$ cat src/rtl/wb_def.sv
// rtl/wb_def.sv - shared types, widths and address-match helper for the posted-write buffer
package wb_def;

    localparam int WB_ADDR_W = 16;
    localparam int WB_DATA_W = 32;
    localparam int WB_BE_W   = WB_DATA_W / 8;
    localparam int WB_OFFS_W = $clog2(WB_BE_W);

    // One queued posted write
    typedef struct packed {
        logic [WB_ADDR_W-1:0] addr;
        logic [WB_BE_W-1:0]   be;
        logic [WB_DATA_W-1:0] data;
    } wb_entry_t;

    typedef enum logic [2:0] {
        IDLE    = 3'd0,
        WR_REQ  = 3'd1,
        WR_WAIT = 3'd2,
        RD_REQ  = 3'd3,
        RD_WAIT = 3'd4
    } wb_state_e;

    // Two addresses overlap when they name the same data word
    function automatic logic word_match(input logic [WB_ADDR_W-1:0] a,
                                        input logic [WB_ADDR_W-1:0] b);
        return a[WB_ADDR_W-1:WB_OFFS_W] == b[WB_ADDR_W-1:WB_OFFS_W];
    endfunction

endpackage

$ cat src/rtl/write_buffer_if.sv
// rtl/write_buffer_if.sv - core memory protocol bundle used on both sides of the write buffer
interface write_buffer_if #(
    parameter int ADDR_WIDTH = wb_def::WB_ADDR_W,
    parameter int DATA_WIDTH = wb_def::WB_DATA_W
);
    logic                    req;
    logic                    gnt;
    logic                    rvalid;
    logic [ADDR_WIDTH-1:0]   addr;
    logic                    we;
    logic [DATA_WIDTH/8-1:0] be;
    logic [DATA_WIDTH-1:0]   wdata;
    logic [DATA_WIDTH-1:0]   rdata;

    // Requester side
    modport master (output req, addr, we, be, wdata, input gnt, rvalid, rdata);
    // Responder side
    modport slave  (input req, addr, we, be, wdata, output gnt, rvalid, rdata);
endinterface

$ cat src/rtl/wb_fifo.sv
// rtl/wb_fifo.sv - posted-write storage with pointers, count and an age-ordered entry view
module wb_fifo import wb_def::*; #(
    parameter int DEPTH = 4
) (
    input  logic             clk_i,
    input  logic             rst_ni,
    input  logic             push_i,
    input  wb_entry_t        push_entry_i,
    input  logic             pop_i,
    output logic             full_o,
    output logic             empty_o,
    output wb_entry_t        head_o,
    output wb_entry_t        view_o [DEPTH],
    output logic [DEPTH-1:0] view_valid_o
);
    localparam int PW = $clog2(DEPTH);

    wb_entry_t     mem_q [DEPTH];
    logic [PW-1:0] wr_ptr_q, wr_ptr_d;
    logic [PW-1:0] rd_ptr_q, rd_ptr_d;
    logic [PW:0]   count_q, count_d;

    assign full_o  = (count_q == (PW+1)'(DEPTH));
    assign empty_o = (count_q == '0);
    assign head_o  = mem_q[rd_ptr_q];

    // View slot 0 is the oldest entry; higher slots are progressively newer
    for (genvar i = 0; i < DEPTH; i++) begin : g_view
        assign view_o[i]       = mem_q[rd_ptr_q + PW'(i)];
        assign view_valid_o[i] = (count_q > (PW+1)'(i));
    end

    // Next pointers and occupancy; power-of-two depth lets pointers wrap naturally
    always_comb begin
        wr_ptr_d = wr_ptr_q;
        rd_ptr_d = rd_ptr_q;
        count_d  = count_q;
        if (push_i) begin
            wr_ptr_d = wr_ptr_q + 1'b1;
        end
        if (pop_i) begin
            rd_ptr_d = rd_ptr_q + 1'b1;
        end
        count_d = count_q + {{PW{1'b0}}, push_i} - {{PW{1'b0}}, pop_i};
    end

    // Pointer and count state, cleared by reset so queued writes are discarded
    always_ff @(posedge clk_i or negedge rst_ni) begin
        if (!rst_ni) begin
            wr_ptr_q <= '0;
            rd_ptr_q <= '0;
            count_q  <= '0;
        end else begin
            wr_ptr_q <= wr_ptr_d;
            rd_ptr_q <= rd_ptr_d;
            count_q  <= count_d;
        end
    end

    // Entry storage; contents are only meaningful under the valid mask
    always_ff @(posedge clk_i) begin
        if (push_i) begin
            mem_q[wr_ptr_q] <= push_entry_i;
        end
    end

endmodule

$ cat src/rtl/write_buffer.sv
// rtl/write_buffer.sv - posted-write buffer between cache and data memory
module write_buffer import wb_def::*; #(
    parameter int DEPTH = 4
) (
    input  logic           clk_i,
    input  logic           rst_ni,
    write_buffer_if.slave  in_data,
    write_buffer_if.master out_data
);
    wb_state_e            state_q, state_d;
    logic [WB_ADDR_W-1:0] rd_addr_q, rd_addr_d;
    logic [WB_BE_W-1:0]   rd_be_q, rd_be_d;
    logic                 rvalid_q, rvalid_d;
    logic [WB_DATA_W-1:0] rdata_q, rdata_d;

    logic                 fifo_full, fifo_empty, fifo_pop, fifo_push;
    wb_entry_t            fifo_head;
    wb_entry_t            fifo_view [DEPTH];
    logic [DEPTH-1:0]     fifo_valid;

    logic                 hit_any;
    logic [WB_BE_W-1:0]   hit_be;
    logic [WB_DATA_W-1:0] hit_data;
    logic                 local_ok, wr_gnt, fwd_gnt, rd_miss;

    wb_fifo #(.DEPTH(DEPTH)) u_fifo (
        .clk_i        (clk_i),
        .rst_ni       (rst_ni),
        .push_i       (fifo_push),
        .push_entry_i ('{addr: in_data.addr, be: in_data.be, data: in_data.wdata}),
        .pop_i        (fifo_pop),
        .full_o       (fifo_full),
        .empty_o      (fifo_empty),
        .head_o       (fifo_head),
        .view_o       (fifo_view),
        .view_valid_o (fifo_valid)
    );

    // Find the newest queued entry overlapping the upstream address
    always_comb begin
        hit_any  = 1'b0;
        hit_be   = '0;
        hit_data = '0;
        for (int i = 0; i < DEPTH; i++) begin
            if (fifo_valid[i] && word_match(fifo_view[i].addr, in_data.addr)) begin
                hit_any  = 1'b1;
                hit_be   = fifo_view[i].be;
                hit_data = fifo_view[i].data;
            end
        end
    end

    // Locally served requests are blocked while a read miss owns the upstream port
    assign local_ok  = (state_q != RD_REQ) && (state_q != RD_WAIT);
    assign wr_gnt    = in_data.req && in_data.we && !fifo_full && local_ok;
    assign fwd_gnt   = in_data.req && !in_data.we && hit_any && (&hit_be) && local_ok;
    assign rd_miss   = in_data.req && !in_data.we && !hit_any;
    assign fifo_push = wr_gnt;

    assign in_data.gnt    = wr_gnt || fwd_gnt || ((state_q == RD_REQ) && out_data.gnt);
    assign in_data.rvalid = rvalid_q || ((state_q == RD_WAIT) && out_data.rvalid);
    assign in_data.rdata  = rvalid_q ? rdata_q :
                            ((state_q == RD_WAIT) && out_data.rvalid) ? out_data.rdata : '0;

    // Downstream sequencing: read misses win over draining, one transaction at a time
    always_comb begin
        state_d   = state_q;
        rd_addr_d = rd_addr_q;
        rd_be_d   = rd_be_q;
        fifo_pop  = 1'b0;
        case (state_q)
            IDLE: begin
                if (rd_miss) begin
                    state_d   = RD_REQ;
                    rd_addr_d = in_data.addr;
                    rd_be_d   = in_data.be;
                end else if (!fifo_empty) begin
                    state_d = WR_REQ;
                end
            end
            WR_REQ:  if (out_data.gnt) state_d = WR_WAIT;
            WR_WAIT: begin
                if (out_data.rvalid) begin
                    fifo_pop = 1'b1;
                    state_d  = IDLE;
                end
            end
            RD_REQ:  if (out_data.gnt) state_d = RD_WAIT;
            RD_WAIT: if (out_data.rvalid) state_d = IDLE;
            default: state_d = IDLE;
        endcase
    end

    // Upstream response for writes and forwarded reads lands one cycle after grant
    always_comb begin
        rvalid_d = wr_gnt || fwd_gnt;
        rdata_d  = fwd_gnt ? hit_data : '0;
    end

    // Downstream request is decoded from registered state; idle bus is driven to zero
    always_comb begin
        out_data.req   = 1'b0;
        out_data.we    = 1'b0;
        out_data.addr  = '0;
        out_data.be    = '0;
        out_data.wdata = '0;
        case (state_q)
            WR_REQ: begin
                out_data.req   = 1'b1;
                out_data.we    = 1'b1;
                out_data.addr  = fifo_head.addr;
                out_data.be    = fifo_head.be;
                out_data.wdata = fifo_head.data;
            end
            RD_REQ: begin
                out_data.req  = 1'b1;
                out_data.addr = rd_addr_q;
                out_data.be   = rd_be_q;
            end
            default: ;
        endcase
    end

    // Control and response registers
    always_ff @(posedge clk_i or negedge rst_ni) begin
        if (!rst_ni) begin
            state_q   <= IDLE;
            rd_addr_q <= '0;
            rd_be_q   <= '0;
            rvalid_q  <= 1'b0;
            rdata_q   <= '0;
        end else begin
            state_q   <= state_d;
            rd_addr_q <= rd_addr_d;
            rd_be_q   <= rd_be_d;
            rvalid_q  <= rvalid_d;
            rdata_q   <= rdata_d;
        end
    end

endmodule

$ cat src/flat_wrapper.sv
// flat-port wrapper written by rule: the top's interface ports become plain ports
module write_buffer_flat import wb_def::*;
#(
    parameter int DEPTH = 4
)
  (clk_i, rst_ni, in_data_req, in_data_addr, in_data_we, in_data_be, in_data_wdata, in_data_gnt, in_data_rvalid, in_data_rdata, out_data_req, out_data_addr, out_data_we, out_data_be, out_data_wdata, out_data_gnt, out_data_rvalid, out_data_rdata);
  write_buffer_if in_data_i ();
  write_buffer_if out_data_i ();
  input  logic clk_i;
  input  logic rst_ni;
  input wire logic [$bits(in_data_i.req)-1:0] in_data_req;
  input wire logic [$bits(in_data_i.addr)-1:0] in_data_addr;
  input wire logic [$bits(in_data_i.we)-1:0] in_data_we;
  input wire logic [$bits(in_data_i.be)-1:0] in_data_be;
  input wire logic [$bits(in_data_i.wdata)-1:0] in_data_wdata;
  output wire logic [$bits(in_data_i.gnt)-1:0] in_data_gnt;
  output wire logic [$bits(in_data_i.rvalid)-1:0] in_data_rvalid;
  output wire logic [$bits(in_data_i.rdata)-1:0] in_data_rdata;
  output wire logic [$bits(out_data_i.req)-1:0] out_data_req;
  output wire logic [$bits(out_data_i.addr)-1:0] out_data_addr;
  output wire logic [$bits(out_data_i.we)-1:0] out_data_we;
  output wire logic [$bits(out_data_i.be)-1:0] out_data_be;
  output wire logic [$bits(out_data_i.wdata)-1:0] out_data_wdata;
  input wire logic [$bits(out_data_i.gnt)-1:0] out_data_gnt;
  input wire logic [$bits(out_data_i.rvalid)-1:0] out_data_rvalid;
  input wire logic [$bits(out_data_i.rdata)-1:0] out_data_rdata;
  assign in_data_i.req = in_data_req;
  assign in_data_i.addr = in_data_addr;
  assign in_data_i.we = in_data_we;
  assign in_data_i.be = in_data_be;
  assign in_data_i.wdata = in_data_wdata;
  assign in_data_gnt = in_data_i.gnt;
  assign in_data_rvalid = in_data_i.rvalid;
  assign in_data_rdata = in_data_i.rdata;
  assign out_data_req = out_data_i.req;
  assign out_data_addr = out_data_i.addr;
  assign out_data_we = out_data_i.we;
  assign out_data_be = out_data_i.be;
  assign out_data_wdata = out_data_i.wdata;
  assign out_data_i.gnt = out_data_gnt;
  assign out_data_i.rvalid = out_data_rvalid;
  assign out_data_i.rdata = out_data_rdata;
  write_buffer #(.DEPTH(DEPTH)) u_core (.clk_i(clk_i), .rst_ni(rst_ni), .in_data(in_data_i), .out_data(out_data_i));
endmodule
$ cat config.mk
export PLATFORM = sky130hd
export DESIGN_NAME = write_buffer_flat
export DESIGN_NICKNAME = d
export VERILOG_FILES = /design/src/rtl/wb_def.sv /design/src/rtl/write_buffer_if.sv /design/src/rtl/wb_fifo.sv /design/src/rtl/write_buffer.sv /design/src/flat_wrapper.sv
export SDC_FILE = /design/constraint.sdc
export NUM_CORES = 1
export LEC_CHECK = 0
export CORE_ASPECT_RATIO = 0.8
export CORE_UTILIZATION = 41
export DETAILED_ROUTE_END_ITERATION = 12
export PLACE_DENSITY = 0.71
export SETUP_SLACK_MARGIN = 0.05
export SYNTH_ARGS = -nofsm -noshare
export SYNTH_HDL_FRONTEND = slang
export SYNTH_HIERARCHICAL = 1
export SYNTH_SLANG_ARGS = --single-unit
export TNS_END_PERCENT = 10
$ cat constraint.sdc
create_clock -name clk_i -period 3.5 [get_ports clk_i]
set_input_delay 0.525 -clock clk_i [delete_from_list [all_inputs] [get_ports clk_i]]
set_output_delay 0.525 -clock clk_i [all_outputs]
set_load 0.01 [all_outputs]
==> run_summary.xml <==
<?xml version="1.0" encoding="UTF-8"?>
<metrics>
  <group name="drt">
    <metric name="postRouteWirelength" unit="microns">47500</metric>
    <metric name="route.detailed.drc" unit="">0</metric>
    <metric name="detail_route.first_pass.iterations" unit="">5</metric>
    <metric name="dr_total_vias" unit="">11500</metric>
    <metric name="routed_wire_length_per_instance" unit="microns">25.1</metric>
    <metric name="drt_iter0_drc" unit="">1071</metric>
    <metric name="viasPerCell" unit="">6.09</metric>
    <metric name="route.antenna.remaining_nets" unit="">0</metric>
  </group>
  <group name="timing">
    <metric name="max_slew.worst_pin.slew" unit="ps">1060</metric>
    <metric name="final_hold_slack" unit="ps">126</metric>
    <metric name="skew" unit="ps">34.8</metric>
    <metric name="period_needed" unit="ps">3950</metric>
    <metric name="totalNegativeSetupSlack" unit="ps">-2340</metric>
    <metric name="rsz0062_at_grt" unit="">true</metric>
    <metric name="max_slew_margin" unit="">0.292</metric>
    <metric name="finalCritPeriodShare" unit="">1.13</metric>
    <metric name="final_critical_path_setup_slack" unit="ps">-454</metric>
    <metric name="finalMaxSlewViolations" unit="">0</metric>
    <metric name="hold_viol_final" unit="">0</metric>
    <metric name="setup_viol_count_final" unit="">40</metric>
    <metric name="maxClockFrequency" unit="GHz">0.253</metric>
  </group>
  <group name="clock_tree">
    <metric name="clk_root_buffer_cell" unit="">clkbuf_16</metric>
    <metric name="cts.clk_slew.worst_paths" unit="ps">60</metric>
    <metric name="clock_sink_count" unit="">271</metric>
    <metric name="cts_htree_levels" unit="">1</metric>
    <metric name="cts-buffers-inserted" unit="">30</metric>
    <metric name="holdBufCountCts" unit="">0</metric>
    <metric name="tritoncts" unit="">built</metric>
    <metric name="cts_buffer_depth" unit="">3</metric>
    <metric name="clock_insertion_delay_worst_skew" unit="ps">600</metric>
  </group>
  <group name="status">
    <metric name="status" unit="">finished, violations left</metric>
    <metric name="failed_checks" unit="">setup timing</metric>
  </group>
  <group name="die">
    <metric name="std_cell_rows" unit="">66</metric>
    <metric name="io_pins" unit="">178</metric>
    <metric name="coreArea" unit="sq mm">0.0406</metric>
    <metric name="die-area" unit="sq mm">0.0419</metric>
    <metric name="dieWidth" unit="microns">229</metric>
    <metric name="die_y" unit="microns">183</metric>
    <metric name="start_util" unit="">0.415</metric>
  </group>
  <group name="worst_hold_path">
    <metric name="hold_path.class" unit="">in -&gt; async</metric>
  </group>
  <group name="pwr">
    <metric name="combPwrFrac" unit="">0.540</metric>
    <metric name="clock_power_share" unit="">0.204</metric>
    <metric name="proportion_of_total_power_due_to_net_switching" unit="">0.334</metric>
    <metric name="cellInternalPower" unit="mW">11.1</metric>
    <metric name="leakagePower" unit="nW">7.73</metric>
    <metric name="p_seq_frac" unit="">0.256</metric>
    <metric name="max_rail_drop_vdd" unit="uV">442</metric>
    <metric name="switchingPower" unit="mW">5.57</metric>
    <metric name="cellPowerDensity" unit="mW/mm^2">749</metric>
  </group>
  <group name="global_route">
    <metric name="grtUsageTotal" unit="">0.219</metric>
    <metric name="wire_length_of_the_first_global_routing_pass" unit="microns">69800</metric>
    <metric name="number_of_antenna_violations_at_the_first_check_in_global_routing" unit="">5</metric>
    <metric name="grt_overflow_total" unit="">0</metric>
    <metric name="first_global_vias" unit="">11400</metric>
    <metric name="grt_start_max_net_pins" unit="">64</metric>
  </group>
  <group name="yosys">
    <metric name="synthCells" unit="">1061</metric>
    <metric name="synth.avg_cell_area" unit="sq um">15.9</metric>
    <metric name="syn_nets" unit="">1160</metric>
    <metric name="synth_area" unit="sq mm">0.0169</metric>
    <metric name="synth-warning-count" unit="">6</metric>
  </group>
  <group name="cells_and_area">
    <metric name="post_route_cells_drive_above_1_share" unit="">0.438</metric>
    <metric name="most-common-layout-cells" unit="">edfxtp_1, mux4_2, clkdlybuf4s50_1</metric>
    <metric name="finish.cell_count_without_fillers" unit="">1891</metric>
    <metric name="fillers" unit="">3209</metric>
    <metric name="area_growth_syn_to_layout" unit="%">31.9</metric>
    <metric name="final_common_cell" unit="">edfxtp_1</metric>
    <metric name="nNetsFinal" unit="">1421</metric>
  </group>
  <group name="placed_design">
    <metric name="port_buffers" unit="">177</metric>
    <metric name="globalplace.congestion" unit="">0.908</metric>
    <metric name="place.detailed.instances" unit="">1797</metric>
    <metric name="place.detailed.hpwl" unit="microns">29700</metric>
  </group>
  <group name="worst_setup_path">
    <metric name="critical_path.max_fanout" unit="">5</metric>
    <metric name="critical_path.endpoint_type" unit="">output port</metric>
    <metric name="critical_path.startpoint_type" unit="">flip-flop</metric>
    <metric name="cp.required" unit="ps">2970</metric>
    <metric name="arrival" unit="ps">3430</metric>
    <metric name="path_class" unit="">reg -&gt; out</metric>
  </group>
  <group name="job">
    <metric name="cap_viol_max_count" unit="">0</metric>
  </group>
</metrics>
## sequential cells by signal, indices dropped and copies added (netlist names)
register and flops:
u_core/u_fifo/mem_q 208, u_core/rdata_q 32, u_core/rd_addr_q 16, u_core/rd_be_q 4
u_core/state_q 3, u_core/u_fifo/count_q 3, u_core/u_fifo/rd_ptr_q 2, u_core/u_fifo/wr_ptr_q 2
u_core/rvalid_q 1
## worst paths after layout
path / start / endpoint / slack (ps) / cells past startpoint
worst max-delay path: u_core/u_fifo/rd_ptr_q[0]$_DFFE_PN0P_ / in_data_gnt / -450 / 13
worst min-delay path: rst_ni / u_core/rd_addr_q[3]$_DFFE_PN0P_ / 130 / 1
worst max register to register: u_core/u_fifo/rd_ptr_q[0]$_DFFE_PN0P_ / u_core/rdata_q[24]$_DFF_PN0_ / -90 / 14
worst min register to register: u_core/rd_addr_q[10]$_DFFE_PN0P_ / u_core/rd_addr_q[10]$_DFFE_PN0P_ / 500 / 1
max in group asynchronous: rst_ni / u_core/u_fifo/rd_ptr_q[0]$_DFFE_PN0P_ / 2570 / 1
min in group clk_i: u_core/rd_addr_q[10]$_DFFE_PN0P_ / u_core/rd_addr_q[10]$_DFFE_PN0P_ / 500 / 1
## power groups by stage
stage | registers (mW) | logic (mW) | clock network (mW)
floorplan | 4.20 | 6.01 | 0
global placement | 4.28 | 7.79 | 0
detailed placement | 4.32 | 7.87 | 0
CTS | 4.25 | 8.60 | 3.47
global route | 4.31 | 9.57 | 3.58
finish | 4.26 | 9.00 | 3.40
## repair_timing
action                                  4_1_cts  5_1_grt
endpoints found under the setup margin      113      107
resized for setup                            59      102
buffers inserted                             12       15
pin swaps                                    13       19
cloned                                        5        6
## final cells by class
cell class | instances | area [sq um] | share of cell area
Multi-Input combinational cell | 624 | 8650 | 0.389
Clock buffer | 37 | 817 | 0.0367
Clock inverter | 19 | 260 | 0.0117
Timing Repair Buffer | 383 | 3960 | 0.178
Antenna cell | 1 | 2.50 | 0.000112
Sequential cell | 271 | 7830 | 0.352
Inverter | 12 | 45.0 | 0.00202
Tap cell | 544 | 681 | 0.0306
## per-layer routing
layer,GRT usage,up-vias,wire (microns)
li1,-,4892,-
met1,0.309,6039,20200
met2,0.347,499,22400
met3,0.0442,80,3590
met4,0.0532,2,1210
met5,0,-,11
## per-stage QoR
step | instance area [sq um] | total power [mW] | utilization | setup WS (ps)
detailed placement | 19700 | 12.2 | 0.485 | -375
floorplan | 16900 | 10.2 | - | 293
CTS | 21300 | 16.3 | 0.525 | -453
global placement | 19700 | 12.1 | 0.485 | -374
global route | 22200 | 17.5 | 0.548 | -550
finish | 22200 | 16.7 | 0.548 | -454
## critical path: stages, from the launching register on
cell and delay, ps:
dfrtp_4 510, buf_12 150, buf_12 130, buf_12 130, mux4_2 340, xnor2_4 190, nand4_1 120, buf_4 180
or4_1 540, nor2_2 110, o311ai_2 110, buf_4 170, nand2_4 60, buf_6 100
No activity file was read; power rests on OpenSTA's default activity.
